### src/rtl/delay_line_pkg.sv
// Shared types and default widths for the delay-line capture/playback controller.
package delay_line_pkg;

   localparam int CNT_W_DEF = 16;
   localparam int OVF_W_DEF = 8;

   typedef enum logic [2:0] {
      ST_IDLE    = 3'd0,
      ST_CAPTURE = 3'd1,
      ST_WAIT    = 3'd2,
      ST_PLAY    = 3'd3,
      ST_GUARD   = 3'd4
   } state_t;

endpackage

### src/rtl/sync_edge_detect.sv
// Two-flop synchronizer with rising-edge detect. Edges are only reported once a
// genuine low has been sampled after reset, so a line already high at release is ignored.
module sync_edge_detect (
   input  logic clk,
   input  logic n_reset,
   input  logic async_in,
   output logic rise
);

   logic       meta_reg;
   logic       sync_reg;
   logic       prev_reg;
   logic       armed_reg;
   logic [1:0] fill_reg;

   always_ff @(posedge clk) begin
      if (!n_reset) begin
         meta_reg  <= 1'b0;
         sync_reg  <= 1'b0;
         prev_reg  <= 1'b0;
         armed_reg <= 1'b0;
         fill_reg  <= 2'b00;
      end else begin
         meta_reg <= async_in;
         sync_reg <= meta_reg;
         prev_reg <= sync_reg;
         fill_reg <= {fill_reg[0], 1'b1};
         // fill_reg[1] marks sync_reg as holding a real post-reset sample
         if (fill_reg[1] && !sync_reg)
            armed_reg <= 1'b1;
      end
   end

   assign rise = sync_reg & ~prev_reg & armed_reg;

endmodule

### src/rtl/delay_line_ctrl.sv
// Capture / wait / playback / guard sequencer for an external delay line,
// timed by one shared down-counter, with a saturating count of lost triggers.
module delay_line_ctrl
   import delay_line_pkg::*;
#(
   parameter int CNT_W = CNT_W_DEF,
   parameter int OVF_W = OVF_W_DEF
) (
   input  logic             clk,
   input  logic             n_reset,
   input  logic             ctrl_en,
   input  logic             in_sig,
   input  logic [CNT_W-1:0] cfg_len,
   input  logic [CNT_W-1:0] cfg_delay,
   input  logic [CNT_W-1:0] cfg_guard,
   output logic             cap_en,
   output logic             play_en,
   output logic             out_en,
   output logic             busy,
   output logic             overrun,
   output logic [OVF_W-1:0] overrun_cnt
);

   localparam logic [CNT_W-1:0] CNT_ONE = {{(CNT_W-1){1'b0}}, 1'b1};

   logic             trigger;
   state_t           state_reg, state_next;
   logic [CNT_W-1:0] cnt_reg, cnt_next;
   logic [CNT_W-1:0] len_reg, delay_reg, guard_reg;
   logic             load_cfg;
   logic             cap_en_reg, play_en_reg, out_en_reg, busy_reg, overrun_reg;
   logic [OVF_W-1:0] overrun_cnt_reg;

   sync_edge_detect u_sync (
      .clk      (clk),
      .n_reset  (n_reset),
      .async_in (in_sig),
      .rise     (trigger)
   );

   // Counter is loaded on every state entry and the state exits when it reads 1.
   always_comb begin
      state_next = state_reg;
      cnt_next   = cnt_reg;
      load_cfg   = 1'b0;
      if (!ctrl_en) begin
         state_next = ST_IDLE;
         cnt_next   = '0;
      end else begin
         case (state_reg)
            ST_IDLE: begin
               if (trigger && (cfg_len != '0)) begin
                  state_next = ST_CAPTURE;
                  cnt_next   = cfg_len;
                  load_cfg   = 1'b1;
               end
            end
            ST_CAPTURE: begin
               if (cnt_reg == CNT_ONE) begin
                  if (delay_reg != '0) begin
                     state_next = ST_WAIT;
                     cnt_next   = delay_reg;
                  end else begin
                     state_next = ST_PLAY;
                     cnt_next   = len_reg;
                  end
               end else begin
                  cnt_next = cnt_reg - CNT_ONE;
               end
            end
            ST_WAIT: begin
               if (cnt_reg == CNT_ONE) begin
                  state_next = ST_PLAY;
                  cnt_next   = len_reg;
               end else begin
                  cnt_next = cnt_reg - CNT_ONE;
               end
            end
            ST_PLAY: begin
               if (cnt_reg == CNT_ONE) begin
                  if (guard_reg != '0) begin
                     state_next = ST_GUARD;
                     cnt_next   = guard_reg;
                  end else begin
                     state_next = ST_IDLE;
                     cnt_next   = '0;
                  end
               end else begin
                  cnt_next = cnt_reg - CNT_ONE;
               end
            end
            ST_GUARD: begin
               if (cnt_reg == CNT_ONE) begin
                  state_next = ST_IDLE;
                  cnt_next   = '0;
               end else begin
                  cnt_next = cnt_reg - CNT_ONE;
               end
            end
            default: begin
               state_next = ST_IDLE;
               cnt_next   = '0;
            end
         endcase
      end
   end

   // Enables are registered alongside the state so they line up with it exactly.
   always_ff @(posedge clk) begin
      if (!n_reset) begin
         state_reg       <= ST_IDLE;
         cnt_reg         <= '0;
         len_reg         <= '0;
         delay_reg       <= '0;
         guard_reg       <= '0;
         cap_en_reg      <= 1'b0;
         play_en_reg     <= 1'b0;
         out_en_reg      <= 1'b0;
         busy_reg        <= 1'b0;
         overrun_reg     <= 1'b0;
         overrun_cnt_reg <= '0;
      end else begin
         state_reg   <= state_next;
         cnt_reg     <= cnt_next;
         if (load_cfg) begin
            len_reg   <= cfg_len;
            delay_reg <= cfg_delay;
            guard_reg <= cfg_guard;
         end
         cap_en_reg  <= (state_next == ST_CAPTURE);
         play_en_reg <= (state_next == ST_PLAY);
         out_en_reg  <= (state_next == ST_PLAY);
         busy_reg    <= (state_next != ST_IDLE);
         // A trigger that arrives while not idle (including the last guard cycle) is lost.
         if (trigger && (state_reg != ST_IDLE)) begin
            overrun_reg <= 1'b1;
            if (overrun_cnt_reg != {OVF_W{1'b1}})
               overrun_cnt_reg <= overrun_cnt_reg + {{(OVF_W-1){1'b0}}, 1'b1};
         end else begin
            overrun_reg <= 1'b0;
         end
      end
   end

   assign cap_en      = cap_en_reg;
   assign play_en     = play_en_reg;
   assign out_en      = out_en_reg;
   assign busy        = busy_reg;
   assign overrun     = overrun_reg;
   assign overrun_cnt = overrun_cnt_reg;

endmodule

### config.mk
export PLATFORM = sky130hd
export DESIGN_NAME = delay_line_ctrl
export DESIGN_NICKNAME = d
export VERILOG_FILES = /design/src/rtl/delay_line_pkg.sv /design/src/rtl/sync_edge_detect.sv /design/src/rtl/delay_line_ctrl.sv
export SDC_FILE = /design/constraint.sdc
export NUM_CORES = 1
export LEC_CHECK = 0
export CORE_MARGIN = 3
export CORE_UTILIZATION = 61
export CTS_BUF_LIST = sky130_fd_sc_hd__clkbuf_4 sky130_fd_sc_hd__clkbuf_8
export CTS_CLUSTER_SIZE = 8
export DETAILED_ROUTE_END_ITERATION = 16
export GPL_TIMING_DRIVEN = 0
export PLACE_DENSITY = 0.95
export SYNTH_ARGS = -nofsm -noshare
export SYNTH_HDL_FRONTEND = slang
export SYNTH_SLANG_ARGS = --single-unit
export TNS_END_PERCENT = 5
### constraint.sdc
create_clock -name clk -period 6.5 [get_ports clk]
set_clock_uncertainty 0.2 [all_clocks]
set_input_delay 0.65 -clock clk [delete_from_list [all_inputs] [get_ports clk]]
set_output_delay 0.65 -clock clk [all_outputs]
set_load 0.03 [all_outputs]
==> flow_metrics.tcl, run 1 <==
set metrics [dict create \
    synth-warning-count 0 \
    path_common_cell "buf_2" \
    syn-instance-count 554 \
    ff2ff_path_depth 7 \
    dieArea_mm2 0.00846 \
    crit_slowest_cell "nor4_1" \
    syn_area_mm2 0.00451 \
    drtIter0Drc 430 \
    ctsResizeCount 0 \
    io_pins 65 \
    min_period_ns 3.13 \
    drc_errors 0 \
    critPathLaunchType "primary input" \
    cts_num_sinks 85 \
    vdd_ir_drop_max_mv 0.139 \
    vias_per_cell 6.37 \
    path_max_fanout 10 \
    h-tree-depth 3 \
    grt_usage_pct 34.5 \
    pre_cts_slack_ns 3.22 \
    drv_cap 0 \
    clk_path_buf_depth 2 \
    post-route-util_pct 78.2 \
    r2r-end "busy" \
    layout_common_cells "131 x nand2_1, 85 x dfxtp_1, 64 x clkdlybuf4s50_1" \
    grt_pass1_vias 4475 \
    yosys.cell_types.count 73 \
    finalWirelength_um 14300 \
    vias 4642 \
    die_width_um 92.0 \
    min_path_type "flop to flop" \
    clock.fmax_mhz 320 \
    max_slew_margin_pct 58.0 \
    setup_tns_ns 0 \
    synth.yosys.seq_area_share_pct 37.7 \
    syn_nets 609 \
    min_delay_path_depth 1 \
    clk_latency_ns 0.35 \
    fp.dieH_um 92.0 \
    path_class "primary input to flop" \
    row_count 30 \
    cellPowerDensity_mw_per_mm2 181 \
    layout_commonest_cell "nand2_1" \
    cts_setup_buffers 0 \
    gr-total-overflow 0 \
    start_util_pct 64.6 \
    antenna_found_initial 0 \
    gp_congestion 1.00 \
    cts.hold.buffers_added 0 \
    setup_viol 0 \
    leakagePower_nw 2.00 \
    cts-root-buf "clkbuf_8" \
    endpoint_kind "flop" \
    drv_slew 0 \
    crit_required_ns 6.56 \
    avgSynthCellArea_um2 8.14 \
    fin_ws_ns 3.37 \
    numCtsBuffers 9 \
    wl_per_cell_um 19.6 \
    ys.flop_type "dfxtp_1" \
    final_cells 729 \
    design_power_total_uw 986 \
    dp_cells 714 \
    ant_nets 0 \
    r2r_slack_ns 3.67 \
    clk_pin_slew_ns 0.08 \
    syn_to_final_growth_pct 21.1 \
    worst_pin_slew_ns 0.631 \
    status "finished clean" \
    async_flop_share_pct 0 \
    hpwlAfterDp_um 10700 \
    dr.pass1.iters 7 \
    grt_start_max_net_pins 14 \
    design.core.area_mm2 0.00698 \
    ys_ff_latch 85 \
    hold_end "u_sync.fill_reg[1]" \
    critical_path.max_stage_delay_ns 0.48 \
    cp.arrival_ns 3.19 \
    antenna_cells 0 \
    layout-drive-gt1-share_pct 9.00 \
    worstHoldStart "u_sync.fill_reg[0]" \
    cts_tree "done" \
    finalHoldViolations 0 \
    finalCritPeriodShare_pct 48.1 \
    rsz0062_at_grt "no" \
    port_buffers 64 \
    cp_cell_sequence "clkdlybuf4s50_1 > nor4_1 > nand4_1 > and2_0 > nand3_1 > buf_2 > buf_2 > nand2_1 > a21boi_0" \
    grt_pass1_wl_um 23000 \
    r2r-start "cnt_reg[0]" \
    synth_edf_count 0 \
    nNetsFinal 684 \
]
## worst max-delay path, delay by kind of cell
family | cells | cell delay [ns]
buffers and inverters | 3 | 0.95
AO/OA/AOI/OAI | 1 | 0.23
AND/OR/NAND/NOR | 5 | 1.34
## final cells by class
type | instances | area (um^2)
timing repair buffer | 64 | 641
fill | 512 | 1520
sequential | 85 | 1700
clock buffer | 11 | 139
multi-input combinational | 424 | 2590
clock inverter | 4 | 50.0
buffer | 38 | 189
tap | 96 | 120
inverter | 7 | 26.3
## cells in the mapped netlist (6+ instances only)
cell type,n,area [um^2]
nor4_1,16,100
xor2_1,8,70.1
dfxtp_1,85,1700
a21boi_0,47,353
nand2_1,131,492
nand3_1,14,70.1
o21ai_0,15,75.1
xnor2_1,6,52.6
buf_2,13,65.1
inv_1,7,26.3
nor2b_1,7,43.8
mux2i_1,7,70.1
nand4_1,9,56.3
o211ai_1,8,60.1
nor2_1,29,109
clkbuf_1,19,71.3
a21oi_1,14,70.1
and2_1,15,93.8
## worst max-delay path by stage
stage          cells past startpoint  slack, ns        start     endpoint
5_1_grt                            9       3.37   cfg_len[0]  len_reg[10]
2_1_floorplan                      6       4.24   cfg_len[2]  cnt_reg[14]
4_1_cts                            9       3.49  cfg_len[15]  len_reg[10]
6_report                           9       3.37  cfg_len[15]  len_reg[10]
3_5_place_dp                       7       3.22      n_reset  cnt_reg[15]
3_3_place_gp                       7       3.26  cfg_len[15]  cnt_reg[14]
## through the flow
step | cell area, um^2 | hold slack (ns)
final | 5460 | 0.253
after global routing | 5460 | 0.263
after CTS | 5460 | 0.251
after detailed placement | 5270 | 0.229
after global placement | 5270 | 0.214
after floorplan | 4510 | 0.212
## power breakdown
group / switching (mW) / internal [mW] / total, mW / leakage [nW]
Clock: 0.189 / 0.184 / 0.373 / 0.0922
Combinational: 0.0392 / 0.0456 / 0.0848 / 1.22
Sequential: 0.00349 / 0.525 / 0.528 / 0.686
## metal layers
layer	GRT usage, %	part of all wire [%]	vias up
li1	-	-	2120
met1	42.3	38	2169
met2	58.2	48	291
met3	5.66	9.3	62
met4	17.9	4.4	0
met5	0	0	-
## kinds of logic (layout without fill, tap and decap cells)
| group | count (synthesis) | after routing | share of synthesized area [%] |
|---|---|---|---|
| AOI/OAI and AO/OA | 140 | 140 | 23.0 |
| muxes | 12 | 12 | 2.89 |
| xor gates and xnor gates | 15 | 15 | 3.08 |
| adders and majority gates | 3 | 3 | 0.833 |
| buffers and inverters | 45 | 124 | 4.77 |
| and+or+nand+nor | 254 | 254 | 27.7 |
| DFF | 85 | 85 | 37.7 |
No activity file was read; power rests on OpenSTA's default activity.
==> run 2, diff against run 1 <==
--- a/config.mk
+++ b/config.mk
@@ -6,7 +6,7 @@
 export NUM_CORES = 1
 export LEC_CHECK = 0
 export CORE_MARGIN = 3
-export CORE_UTILIZATION = 61
+export CORE_UTILIZATION = 57
 export CTS_BUF_LIST = sky130_fd_sc_hd__clkbuf_4 sky130_fd_sc_hd__clkbuf_8
 export CTS_CLUSTER_SIZE = 8
 export DETAILED_ROUTE_END_ITERATION = 16
==> constraint.sdc (replaced) <==
create_clock -name clk -period 3.2 [get_ports clk]
set_clock_uncertainty 0.2 [all_clocks]
set_input_delay 0.32 -clock clk [delete_from_list [all_inputs] [get_ports clk]]
set_output_delay 0.32 -clock clk [all_outputs]
set_load 0.03 [all_outputs]
==> flow_metrics.tcl, run 2 (same netlist as run 1, synthesis figures left out) <==
set metrics [dict create \
    die_width_um 94.9 \
    gp_congestion 1.04 \
    setup_tns_ns 0 \
    clkPwrFrac_pct 39.1 \
    cellPowerDensity_mw_per_mm2 373 \
    syn_to_final_growth_pct 21.5 \
    dr.pass1.iters 5 \
    h-tree-depth 3 \
    drc_errors 0 \
    p_int_mw 1.53 \
    ctsResizeCount 0 \
    fp.dieH_um 94.9 \
    layout_common_cells "131 x nand2_1, 85 x dfxtp_1, 64 x clkdlybuf4s50_1" \
    endpoint_kind "flop" \
    switchingPower_uw 513 \
    finalHoldViolations 0 \
    port_buffers 64 \
    crit_required_ns 3.25 \
    numCtsBuffers 9 \
    r2r-start "cnt_reg[0]" \
    finalWirelength_um 14400 \
    antenna_cells 0 \
    drv_cap 0 \
    hold_end "u_sync.fill_reg[0]" \
    dieArea_mm2 0.00901 \
    status "finished clean" \
    combPwrFrac_pct 8.4 \
    setup_viol 0 \
    nNetsFinal 684 \
    cts_num_sinks 85 \
    cp.arrival_ns 2.86 \
    grt_usage_pct 32.5 \
    clk_path_buf_depth 2 \
    r2r_slack_ns 0.45 \
    gr-total-overflow 0 \
    design.core.area_mm2 0.00745 \
    vdd_ir_drop_max_mv 0.286 \
    layout_commonest_cell "nand2_1" \
    hpwlAfterDp_um 10600 \
    start_util_pct 60.5 \
    finalCritPeriodShare_pct 88.0 \
    wl_per_cell_um 19.6 \
    fin_area_mm2 0.00548 \
    design_power_total_mw 2.04 \
    io_pins 65 \
    netSwitchingFraction_pct 25.1 \
    pwr-share-seq_pct 52.5 \
    max_slew_margin_pct 60.6 \
    ant_nets 0 \
    cts-root-buf "clkbuf_8" \
    clock.fmax_mhz 355 \
    cts.hold.buffers_added 0 \
    drtIter0Drc 447 \
    postPlaceCellArea_mm2 0.00527 \
    vias 4566 \
    cts_tree "done" \
    ff2ff_path_depth 7 \
    path_max_fanout 10 \
    grt_pass1_wl_um 22500 \
    min_path_type "primary input to flop" \
    min_delay_path_depth 1 \
    worstHoldStart "n_reset" \
    clk_latency_ns 0.37 \
    grt_start_max_net_pins 17 \
    layout-drive-gt1-share_pct 9.15 \
    cts_setup_buffers 0 \
    min_period_ns 2.82 \
    row_count 31 \
    grt_pass1_vias 4338 \
    antenna_found_initial 0 \
    rsz0062_at_grt "no" \
    vias_per_cell 6.23 \
    path_class "primary input to flop" \
    clk_pin_slew_ns 0.09 \
    drv_slew 0 \
    critPathLaunchType "primary input" \
    r2r-end "busy" \
    leakagePower_nw 2.01 \
    worst_pin_slew_ns 0.589 \
]
run 2: cell types whose count changed in the layout (fill, tap and decap cells not counted), sizes merged:
cell,before,now
clkbuf,30,28
inv,7,9
clkinv,1,2
run 2: worst max-delay path by stage:
stage          cells past startpoint   startpoint       endpoint
6_report                           8   cfg_len[2]  guard_reg[14]
5_1_grt                            8  cfg_len[15]   delay_reg[6]
4_1_cts                            8  cfg_len[15]  guard_reg[14]
3_5_place_dp                       7  cfg_len[15]    cnt_reg[14]
3_3_place_gp                       7      n_reset    cnt_reg[15]
2_1_floorplan                      7   cnt_reg[5]           busy
run 2: power groups by stage:
stage | registers, mW | clock network (mW) | logic [mW]
4_1_cts | 1.07 | 0.795 | 0.167
3_5_place_dp | 1.10 | 0 | 0.165
5_1_grt | 1.07 | 0.846 | 0.180
2_1_floorplan | 1.10 | 0 | 0.0714
3_3_place_gp | 1.10 | 0 | 0.163
6_report | 1.07 | 0.799 | 0.171
run 2: critical path: stages:
cell,delay [ns]
clkdlybuf4s50_1,0.50
nor4_1,0.51
nand4_1,0.19
and2_0,0.32
nand3_1,0.21
clkbuf_1,0.36
nand2_1,0.14
a21boi_0,0.33
run 2: area by class of cell:
class / instances / area [um^2]
fillers: 543 / 1970
clock buffers: 9 / 124
plain buffers: 38 / 189
clock inverters: 7 / 82.6
flip-flops and latches: 85 / 1700
inverters: 7 / 26.3
repair buffers: 64 / 641
well taps: 99 / 124
multi-input cells: 424 / 2590
run 2: routing by layer:
metal	wire, um	share of wire (%)	GRT usage [%]	up-vias
li1	-	-	-	2113
met1	5530	38	39.0	2098
met2	6820	47	55.1	283
met3	1370	9.5	7.73	72
met4	656	4.6	14.5	0
met5	0	0	0	-
run 2: through the flow:
step                util, %  hold slack [ns]  std cells  setup WS (ns)
floorplan                 -            0.148        554          0.936
global placement       70.8            0.214        717          0.307
detailed placement     70.8            0.220        717          0.221
CTS                    73.6            0.237        733          0.491
global route           73.6            0.229        733          0.282
finish                 73.6            0.233        733          0.383
